<file path="config.mk">
export PLATFORM = sky130hd
export DESIGN_NAME = uart_tx_buffered
export DESIGN_NICKNAME = d
export VERILOG_FILES = /design/src/rtl/uart_pkg.sv /design/src/rtl/uart_sync_fifo.sv /design/src/rtl/uart_tx_buffered.sv
export SDC_FILE = /design/constraint.sdc
export NUM_CORES = 1
export LEC_CHECK = 0
export CORE_ASPECT_RATIO = 0.75
export CORE_MARGIN = 2
export CORE_UTILIZATION = 25
export CTS_BUF_LIST = sky130_fd_sc_hd__clkbuf_2 sky130_fd_sc_hd__clkbuf_4 sky130_fd_sc_hd__clkbuf_8
export DETAILED_ROUTE_END_ITERATION = 12
export SLEW_MARGIN = 30
export SYNTH_ARGS = -nofsm -noshare
export SYNTH_HDL_FRONTEND = slang
export SYNTH_SLANG_ARGS = --single-unit
</file>
<file path="constraint.sdc">
create_clock -name clk -period 4.9 [get_ports clk]
set_input_delay 0.735 -clock clk [delete_from_list [all_inputs] [get_ports clk]]
set_output_delay 0.735 -clock clk [all_outputs]
set_load 0.02 [all_outputs]
</file>
<file path="src/rtl/uart_pkg.sv">
// Shared types and constants for the UART transmit/receive blocks.
package uart_pkg;

  typedef enum logic [2:0] {
    IDLE,
    START,
    DATA,
    PARITY,
    STOP
  } tx_state_t;

  typedef enum logic [1:0] {
    PAR_NONE = 2'b00,
    PAR_EVEN = 2'b01,
    PAR_ODD  = 2'b10
  } parity_t;

  // Smallest usable bit period in clk cycles; smaller divisors are clamped up.
  localparam int MIN_DIV = 2;

endpackage

</file>
<file path="src/rtl/uart_sync_fifo.sv">
// Single-clock show-ahead FIFO: rdata always presents the head entry.
// Push while full and pop while empty are ignored.
module uart_sync_fifo #(
  parameter int WIDTH = 8,
  parameter int DEPTH = 4
) (
  input  logic                     clk,
  input  logic                     resetn,
  input  logic                     push,
  input  logic                     pop,
  input  logic [WIDTH-1:0]         wdata,
  output logic [WIDTH-1:0]         rdata,
  output logic [$clog2(DEPTH):0]   level,
  output logic                     full,
  output logic                     empty
);

  localparam int AW = $clog2(DEPTH);
  localparam int LW = AW + 1;
  localparam logic [LW-1:0] FULL_LVL = LW'(DEPTH);

  logic [WIDTH-1:0] mem [DEPTH];
  logic [AW-1:0]    wr_ptr;
  logic [AW-1:0]    rd_ptr;
  logic             push_ok;
  logic             pop_ok;

  assign full    = (level == FULL_LVL);
  assign empty   = (level == '0);
  assign push_ok = push && !full;
  assign pop_ok  = pop && !empty;
  assign rdata   = mem[rd_ptr];

  // Storage array; contents are don't-care until written.
  always_ff @(posedge clk) begin
    if (push_ok) mem[wr_ptr] <= wdata;
  end

  // Pointers wrap naturally because DEPTH is a power of two.
  always_ff @(posedge clk or negedge resetn) begin
    if (!resetn) begin
      wr_ptr <= '0;
      rd_ptr <= '0;
      level  <= '0;
    end else begin
      if (push_ok) wr_ptr <= wr_ptr + AW'(1);
      if (pop_ok)  rd_ptr <= rd_ptr + AW'(1);
      case ({push_ok, pop_ok})
        2'b10:   level <= level + LW'(1);
        2'b01:   level <= level - LW'(1);
        default: level <= level;
      endcase
    end
  end

endmodule

</file>
<file path="src/rtl/uart_tx_buffered.sv">
// Buffered UART transmitter: FIFO-fed, LSB-first, configurable divisor,
// parity and stop bits. Back-to-back frames run with no idle gap.
//
//   state  | meaning
//   IDLE   | line high, waiting for a queued word
//   START  | driving the start bit (0)
//   DATA   | shifting out DATA_BITS payload bits, LSB first
//   PARITY | driving the latched parity bit
//   STOP   | line high for one or two bit times
module uart_tx_buffered
  import uart_pkg::*;
#(
  parameter int DATA_BITS  = 8,
  parameter int FIFO_DEPTH = 4,
  parameter int DIV_W      = 16
) (
  input  logic                          clk,
  input  logic                          resetn,
  input  logic                          tx_valid,
  output logic                          tx_ready,
  input  logic [DATA_BITS-1:0]          tx_data,
  input  logic [DIV_W-1:0]              cfg_div,
  input  logic [1:0]                    cfg_parity,
  input  logic                          cfg_stop2,
  output logic [$clog2(FIFO_DEPTH):0]   fifo_level,
  output logic                          tx_busy,
  output logic                          uart_txd
);

  localparam int BW = $clog2(DATA_BITS + 1);

  tx_state_t            state, state_d;
  logic [DIV_W-1:0]     cnt, div_lat, div_clamped;
  logic [BW-1:0]        bit_idx;
  logic [DATA_BITS-1:0] shreg, fifo_rdata;
  logic                 par_bit, par_en, stop2_lat;
  logic                 fifo_full, fifo_empty;
  logic                 bit_end, last_data, last_stop, load, txd_d;

  uart_sync_fifo #(
    .WIDTH (DATA_BITS),
    .DEPTH (FIFO_DEPTH)
  ) u_fifo (
    .clk    (clk),
    .resetn (resetn),
    .push   (tx_valid && tx_ready),
    .pop    (load),
    .wdata  (tx_data),
    .rdata  (fifo_rdata),
    .level  (fifo_level),
    .full   (fifo_full),
    .empty  (fifo_empty)
  );

  assign tx_ready    = !fifo_full;
  assign tx_busy     = (state != IDLE) || (fifo_level != '0);
  assign div_clamped = (cfg_div < DIV_W'(MIN_DIV)) ? DIV_W'(MIN_DIV) : cfg_div;
  assign bit_end     = (cnt == div_lat - DIV_W'(1));
  assign last_data   = (bit_idx == BW'(DATA_BITS - 1));
  assign last_stop   = (bit_idx == (stop2_lat ? BW'(1) : BW'(0)));
  // A new frame starts from IDLE or straight out of the final stop cycle.
  assign load        = !fifo_empty &&
                       ((state == IDLE) || (state == STOP && bit_end && last_stop));

  // State register.
  always_ff @(posedge clk or negedge resetn) begin
    if (!resetn) state <= IDLE;
    else         state <= state_d;
  end

  // Next-state decode.
  always_comb begin
    state_d = state;
    case (state)
      IDLE:    if (!fifo_empty) state_d = START;
      START:   if (bit_end) state_d = DATA;
      DATA:    if (bit_end && last_data) state_d = par_en ? PARITY : STOP;
      PARITY:  if (bit_end) state_d = STOP;
      STOP:    if (bit_end && last_stop) state_d = fifo_empty ? IDLE : START;
      default: state_d = IDLE;
    endcase
  end

  // Next line value; the line only changes on a frame load or a bit boundary.
  always_comb begin
    txd_d = uart_txd;
    if (load) begin
      txd_d = 1'b0;
    end else if (bit_end) begin
      case (state)
        START:   txd_d = shreg[0];
        DATA:    txd_d = last_data ? (par_en ? par_bit : 1'b1) : shreg[1];
        default: txd_d = 1'b1;
      endcase
    end
  end

  // Registered serial output, idle-high out of reset.
  always_ff @(posedge clk or negedge resetn) begin
    if (!resetn) uart_txd <= 1'b1;
    else         uart_txd <= txd_d;
  end

  // Frame datapath: config latched at pop, cycle and bit counters, shifter.
  always_ff @(posedge clk or negedge resetn) begin
    if (!resetn) begin
      cnt       <= '0;
      bit_idx   <= '0;
      shreg     <= '0;
      div_lat   <= DIV_W'(MIN_DIV);
      par_en    <= 1'b0;
      par_bit   <= 1'b0;
      stop2_lat <= 1'b0;
    end else if (load) begin
      shreg     <= fifo_rdata;
      div_lat   <= div_clamped;
      par_en    <= (cfg_parity == PAR_EVEN) || (cfg_parity == PAR_ODD);
      par_bit   <= (cfg_parity == PAR_ODD) ? ~^fifo_rdata : ^fifo_rdata;
      stop2_lat <= cfg_stop2;
      cnt       <= '0;
      bit_idx   <= '0;
    end else if (state != IDLE) begin
      if (bit_end) begin
        cnt <= '0;
        case (state)
          DATA: begin
            if (last_data) begin
              bit_idx <= '0;
            end else begin
              bit_idx <= bit_idx + BW'(1);
              shreg   <= shreg >> 1;
            end
          end
          STOP:    bit_idx <= bit_idx + BW'(1);
          default: bit_idx <= '0;
        endcase
      end else begin
        cnt <= cnt + DIV_W'(1);
      end
    end
  end

endmodule

</file>
# Word level (Yosys, flattened, before mapping)
# Memory sizes are Yosys's and may differ from the RTL's.
# Cells that the tools add are included.
dict set report word_totals {
  elab_cells 97
  in_bits 30
  reg_bits 58
  n_memories 1
  mem_bits_rw 32
  output_inout_bits 6
}
# name words width rd rd_ports_with_merged_regs write_ports line_no
set memory_table {}
lappend memory_table {u_fifo.mem 4 8 1 0 1 uart_sync_fifo.sv:22} ;# logic [WIDTH-1:0] mem [DEPTH];
dict set report classes {
  n_mux 32
  n_lt_le_gt_ge 1
  n_addsub 7
  eq_ne 18
  n_reduce_logical 26
}
# cell n
set ops {}
lappend ops {{16-bit two-way mux} 4}
lappend ops {{8-bit two-way mux} 5}
lappend ops {{3-bit two-way mux} 6}
lappend ops {{16-bit by 1-bit adder with 16-bit output (second input constant)} 1}
lappend ops {{16-bit equality test} 1}
lappend ops {{16-bit by 2-bit < comparator with 1-bit output (second input constant)} 1}
lappend ops {{4-bit two-way mux} 4}
lappend ops {{16-bit by 1-bit subtractor with 16-bit output (second input constant)} 1}
lappend ops {{3-bit one-hot mux with 5 select lines} 1}
lappend ops {{1-bit two-way mux} 9}
lappend ops {{1-bit logical AND} 8}
lappend ops {{2-bit inequality test (second input constant)} 4}
lappend ops {{4-bit one-hot mux with 2 select lines} 1}
lappend ops {{2-bit nonzero test} 4}
lappend ops {{8-bit XNOR reduction} 1}
lappend ops {{8-bit XOR reduction} 1}
lappend ops {{3-bit by 2-bit equality test with 1-bit output (second input constant)} 2}
lappend ops {{3-bit equality test (second input constant)} 2}
lappend ops {{3-bit zero test} 2}
lappend ops {{3-bit one-hot mux with 2 select lines} 1}
lappend ops {{3-bit nonzero test} 2}
lappend ops {{5-bit AND reduction} 1}
lappend ops {{2-bit by 1-bit adder with 2-bit output (second input constant)} 2}
lappend ops {{4-bit by 1-bit adder with 4-bit output (second input constant)} 1}
lappend ops {{other kinds (13)} 19}

# Logic depth before layout (Yosys ltp)
dict set report depth {
  word_depth 9
  mapped_depth 17
  mapped_depth_nobuf 16
}

# By module
# From an unflattened synthesis, not the netlist that was laid out.
dict set report hier_totals {
  cells_unflattened 401
  hier_area_um2 4825.9
}
# mod cells_each area_each_um2 n_inst
set by_module_without_submodules {}
lappend by_module_without_submodules {uart_tx_buffered 322 3233.1 1}
lappend by_module_without_submodules {uart_sync_fifo 79 1592.8 1}

# Worst setup path before layout
# No wires, ideal clock.
dict set report synth_path {
  kind {flip-flop to flip-flop}
  from {reg div_lat[0]}
  to {reg u_fifo.level[2]}
  n_path_buf 1
  arrival_ps 3636
  required_ps 4820
  path_stages_with_launch 17
  setup_slack_ps 1185
  path_cell_list {dfrtp_1 -> inv_1 -> ha_1 -> or4b_4 -> or4_4 -> nand4_2 -> nand4_1 -> nor3_2 -> nor2_1 -> inv_2 -> buf_2 -> ha_1 -> inv_1 -> fa_1 -> xor2_1 -> nor2_1 -> xor2_1}
}
dict set report synth_between {
  elab_chain_cells 9
  word_cells_on_any_way 11
}
# element line_no
set synth_rtl {}
lappend synth_rtl {{start, declared} uart_tx_buffered.sv:33} ;# logic [DIV_W-1:0] cnt, div_lat, div_clamped;
lappend synth_rtl {{start signal, assigned} uart_tx_buffered.sv:110} ;# div_lat <= DIV_W'(MIN_DIV);
lappend synth_rtl {{start signal, assigned} uart_tx_buffered.sv:116} ;# div_lat <= div_clamped;
lappend synth_rtl {{16-bit by 1-bit subtractor with 16-bit output *} uart_tx_buffered.sv:58} ;# assign bit_end = (cnt == div_lat - DIV_W'(1));
lappend synth_rtl {{16-bit equality test *} uart_tx_buffered.sv:58}
lappend synth_rtl {{1-bit logical AND * (2 in series)} uart_tx_buffered.sv:63} ;# ((state == IDLE) || (state == STOP && bit_end && last_stop));
lappend synth_rtl {{1-bit logical OR *} uart_tx_buffered.sv:63}
lappend synth_rtl {{1-bit logical AND *} uart_tx_buffered.sv:62} ;# assign load = !fifo_empty &&
lappend synth_rtl {{1-bit logical AND *} uart_sync_fifo.sv:31} ;# assign pop_ok = pop && !empty;
lappend synth_rtl {{2-bit by 1-bit equality test with 1-bit output or 2-bit equality test (tied branches)} uart_sync_fifo.sv:48} ;# case ({push_ok, pop_ok})
lappend synth_rtl {{3-bit one-hot mux with 2 select lines or 2-bit nonzero test (tied branches)} -}
lappend synth_rtl {{end signal, assigned} uart_sync_fifo.sv:49} ;# 2'b10: level <= level + LW'(1);
lappend synth_rtl {{end signal, assigned} uart_sync_fifo.sv:50} ;# 2'b01: level <= level - LW'(1);
lappend synth_rtl {{end signal, assigned} uart_sync_fifo.sv:51} ;# default: level <= level;
lappend synth_rtl {{end, declared} uart_sync_fifo.sv:13} ;# output logic [$clog2(DEPTH):0] level,
# Mark *: on every way between the ends. The rest lies on a longest branch, timed or not.
# A chain may end at the register's enable or synchronous reset.

# Worst setup path after layout
# Ends and elaborated chain as after synthesis.

==> flow_summary_export.csv <==
group,metric,value,unit
cells_and_area,nNetsFinal,496,
yosys,syn_nets,463,
place,place.gp.congestion,0.875,
cts,cts_resized,0,
routing,drt_iter0_drc,274,
timing,final.setup.worst_slack,843,ps
power_and_ir_drop,power_leakage,2.13,nW
floorplanning,fp.dieH,125,um
place,hpwl,8.31,mm
grt,grt_max_degree,59,
setup_path,cp-end-kind,"flip-flop",
timing,rsz0062_at_grt,"no",
min_path,worstHoldPathType,"input port to asynchronous set/reset pin",
timing,min_period,4060,ps
grt,grt_overflow,0,
routing,drt-pass1-iter-count,5,
cells_and_area,area_growth,16.4,%
cts,htree_levels,3,
routing,vias,3474,
grt,antenna_found_initial,0,
cells_and_area,final_cells,714,
setup_path,cp_data_required_time,5210,ps
cts,post_cts_buffers,0,
yosys,dominantRegCellSynth,"dfrtp_1",
floorplanning,core-area,19300,um^2
routing,viasPerCell,4.87,
yosys,async_reset_ff_frac,0.644,
cts,cts_root_buf,"clkbuf_8",
cts,cts_tree,"done",
cells_and_area,fillers,1998,
timing,fin_tns_setup,0,ps
cts,cts.path.max_buffers,2,
cts,clkSinkCount,90,
place,post-place-cells,698,
floorplanning,die_w,166,um
setup_path,worst-r2r-cell-count,16,
cts,cts_inserted_buffers,9,
routing,wirelength,11.3,mm
power_and_ir_drop,power_density,554,nW/um^2
yosys,yosys_warnings,0,
yosys,synth-edff-count,32,
floorplanning,die_area,20800,um^2
cts,path_clk_slew,90,ps
grt,grt_pass1_vias,3501,
yosys,syn_inst,423,
timing,clock_skew,11.9,ps
routing,ant_nets,0,
place,dpl_worst_slack,912,ps
grt,grt_first_pass_wirelength,18.8,mm
outcome,outcome,"completed",
timing,finalHoldViolations,0,
timing,setup_viol,0,
setup_path,critical_path_class,"flip-flop to flip-flop",
power_and_ir_drop,peakVddDrop,366,uV
setup_path,crit_path_max_fanout,8,
floorplanning,start_util,0.255,
timing,fin_hold_ws,510,ps
yosys,synth.distinct_cells,73,
routing,detail_route.wl_per_cell,15.8,um
cells_and_area,layout-drive-gt1-share,0.113,
floorplanning,fp-row-count,44,
yosys,synth_area_per_cell,11.6,um^2
place,port-buffer-count,35,
timing,maxSlewHeadroom,0.478,
timing,drv_slew,0,
yosys,synthesis.area,4910,um^2
cells_and_area,insertedDiodeCount,0,
routing,drc,0,
cts,clk_latency,380,ps
flow_run,cap_violations,0,
yosys,ys_ff_latch,90,
yosys,yosysSeqAreaShare,0.492,
setup_path,start_kind,"flip-flop",
timing,fin_crit_sh,0.828,
grt,grt_usage,0.113,
floorplanning,ios,36,
setup_path,crit_arrival,4370,ps
timing,worst_slew_pin_slew,781,ps
timing,fmax,246,MHz
cts,hold_buffers,0,
worst max-delay path: stages (launching register included):
cell and delay (ps):
dfrtp_1 430, inv_1 90, ha_1 220, nor4b_2 670, nand4_1 190, o21bai_1 210
a21oi_1 230, o2111ai_1 230, nor3_2 390, nor2_1 190, inv_2 90, ha_1 180
inv_1 60, fa_1 380, xor2_1 170, nor2_1 110, xor2_1 140
cell families after synthesis:
kind of cell | count (synthesis) | synth area share
AND/OR/NAND/NOR | 143 | 0.169
flip-flops | 90 | 0.492
AO/OA/AOI/OAI | 74 | 0.122
XOR/XNOR | 44 | 0.0786
buffers and inverters | 35 | 0.0316
multiplexers | 27 | 0.0803
adder cells (fa/ha/maj) | 10 | 0.0270
final timing paths:
path / slack (ps) / end / start
worst min register to register: 520 / uart_txd / uart_txd
worst max register to register: 840 / u_fifo.level[2] / div_lat[0]
min in group clk: 520 / uart_txd / uart_txd
max in group asynchronous: 3900 / div_lat[2] / resetn
worst min-delay path: 510 / cnt[9] / resetn
worst max-delay path: 840 / u_fifo.level[2] / div_lat[0]
where the power goes:
part           leakage (nW)  internal, W  switching [W]
Sequential             1.01      0.00101       0.000252
Clock                0.0983     0.000243       0.000275
Combinational          1.02     0.000658       0.000726
Yosys cell counts (3+ instances only):
| cell | count | area share |
|---|---|---|
| o22a_1 | 7 | 0.012 |
| nor2_1 | 37 | 0.028 |
| edfxtp_1 | 32 | 0.20 |
| mux2_1 | 16 | 0.037 |
| and3_1 | 12 | 0.015 |
| clkbuf_1 | 10 | 0.0077 |
| o32a_1 | 7 | 0.014 |
| mux4_2 | 8 | 0.037 |
| and4_1 | 3 | 0.0054 |
| nor3_1 | 7 | 0.0071 |
| nand3b_1 | 4 | 0.0061 |
| or3_1 | 4 | 0.0051 |
| xnor2_1 | 26 | 0.046 |
| nor2b_1 | 10 | 0.013 |
| o21bai_1 | 3 | 0.0046 |
| nand3_1 | 12 | 0.012 |
| mux2_2 | 3 | 0.0069 |
| and2_1 | 4 | 0.0051 |
| nand2_1 | 17 | 0.013 |
| a21oi_1 | 7 | 0.0071 |
| nor4_1 | 7 | 0.0089 |
| nand4_1 | 7 | 0.0089 |
| o21ai_0 | 15 | 0.015 |
| xor2_1 | 18 | 0.032 |
| a22o_1 | 3 | 0.0054 |
| dfrtp_1 | 56 | 0.29 |
| a211oi_1 | 4 | 0.0061 |
| buf_2 | 4 | 0.0041 |
| inv_1 | 16 | 0.012 |
| o31a_1 | 3 | 0.0054 |
| ha_1 | 9 | 0.023 |
placed cells by master (no fill, tap or decap), types with 4 or more instances in the layout:
cell,Yosys,layout
nand3_1,12,12
nor2_1,37,36
and2_1,4,4
o21ai_0,15,15
nor4_1,7,7
inv_1,16,16
clkdlybuf4s50_1,0,34
o22a_1,7,7
clkbuf_8,0,9
nand2_1,17,17
nor3_1,7,7
mux4_2,8,8
ha_1,9,9
buf_4,1,4
a211oi_1,4,4
nor2b_1,10,10
xor2_1,18,18
xnor2_1,26,26
or3_1,4,4
a21oi_1,7,7
and3_1,12,12
edfxtp_1,32,32
nand4_1,7,7
o32a_1,7,7
dfrtp_1,56,56
nand3b_1,4,4
mux2_1,16,16
routing by layer:
metal | up-vias | track usage | wire, um
met2 | 93 | 0.161 | 4790
li1 | 1646 | - | -
met5 | - | 0 | 0
met1 | 1722 | 0.169 | 5780
met3 | 13 | 0.0180 | 519
met4 | 0 | 0.0481 | 213
layout make-up:
class / instances / area [um^2] / share of cell area
Clock buffer: 10 / 131 / 0.0230
Clock inverter: 6 / 65.1 / 0.0114
Inverter: 18 / 67.6 / 0.0118
Multi-Input combinational cell: 298 / 2340 / 0.410
Sequential cell: 90 / 2410 / 0.423
Tap cell: 253 / 317 / 0.0554
Timing Repair Buffer: 39 / 375 / 0.0657
sequential cells by signal, indices dropped and copies added (netlist names):
| name | count |
|---|---|
| shreg | 8 |
| cnt | 16 |
| par_en | 1 |
| u_fifo.mem | 32 |
| div_lat | 16 |
| stop2_lat | 1 |
| uart_txd | 1 |
| u_fifo.rd_ptr | 2 |
| u_fifo.level | 3 |
| bit_idx | 4 |
| par_bit | 1 |
| u_fifo.wr_ptr | 2 |
| state | 3 |
metrics by stage:
step / utilization / instance area (um^2) / power, W
after floorplan: - / 4910 / 0.00227
after global placement: 0.286 / 5510 / 0.00262
after detailed placement: 0.286 / 5510 / 0.00265
after CTS: 0.296 / 5710 / 0.00318
after global routing: 0.296 / 5710 / 0.00338
final: 0.296 / 5710 / 0.00316
Power figures use the tool's default switching activity.
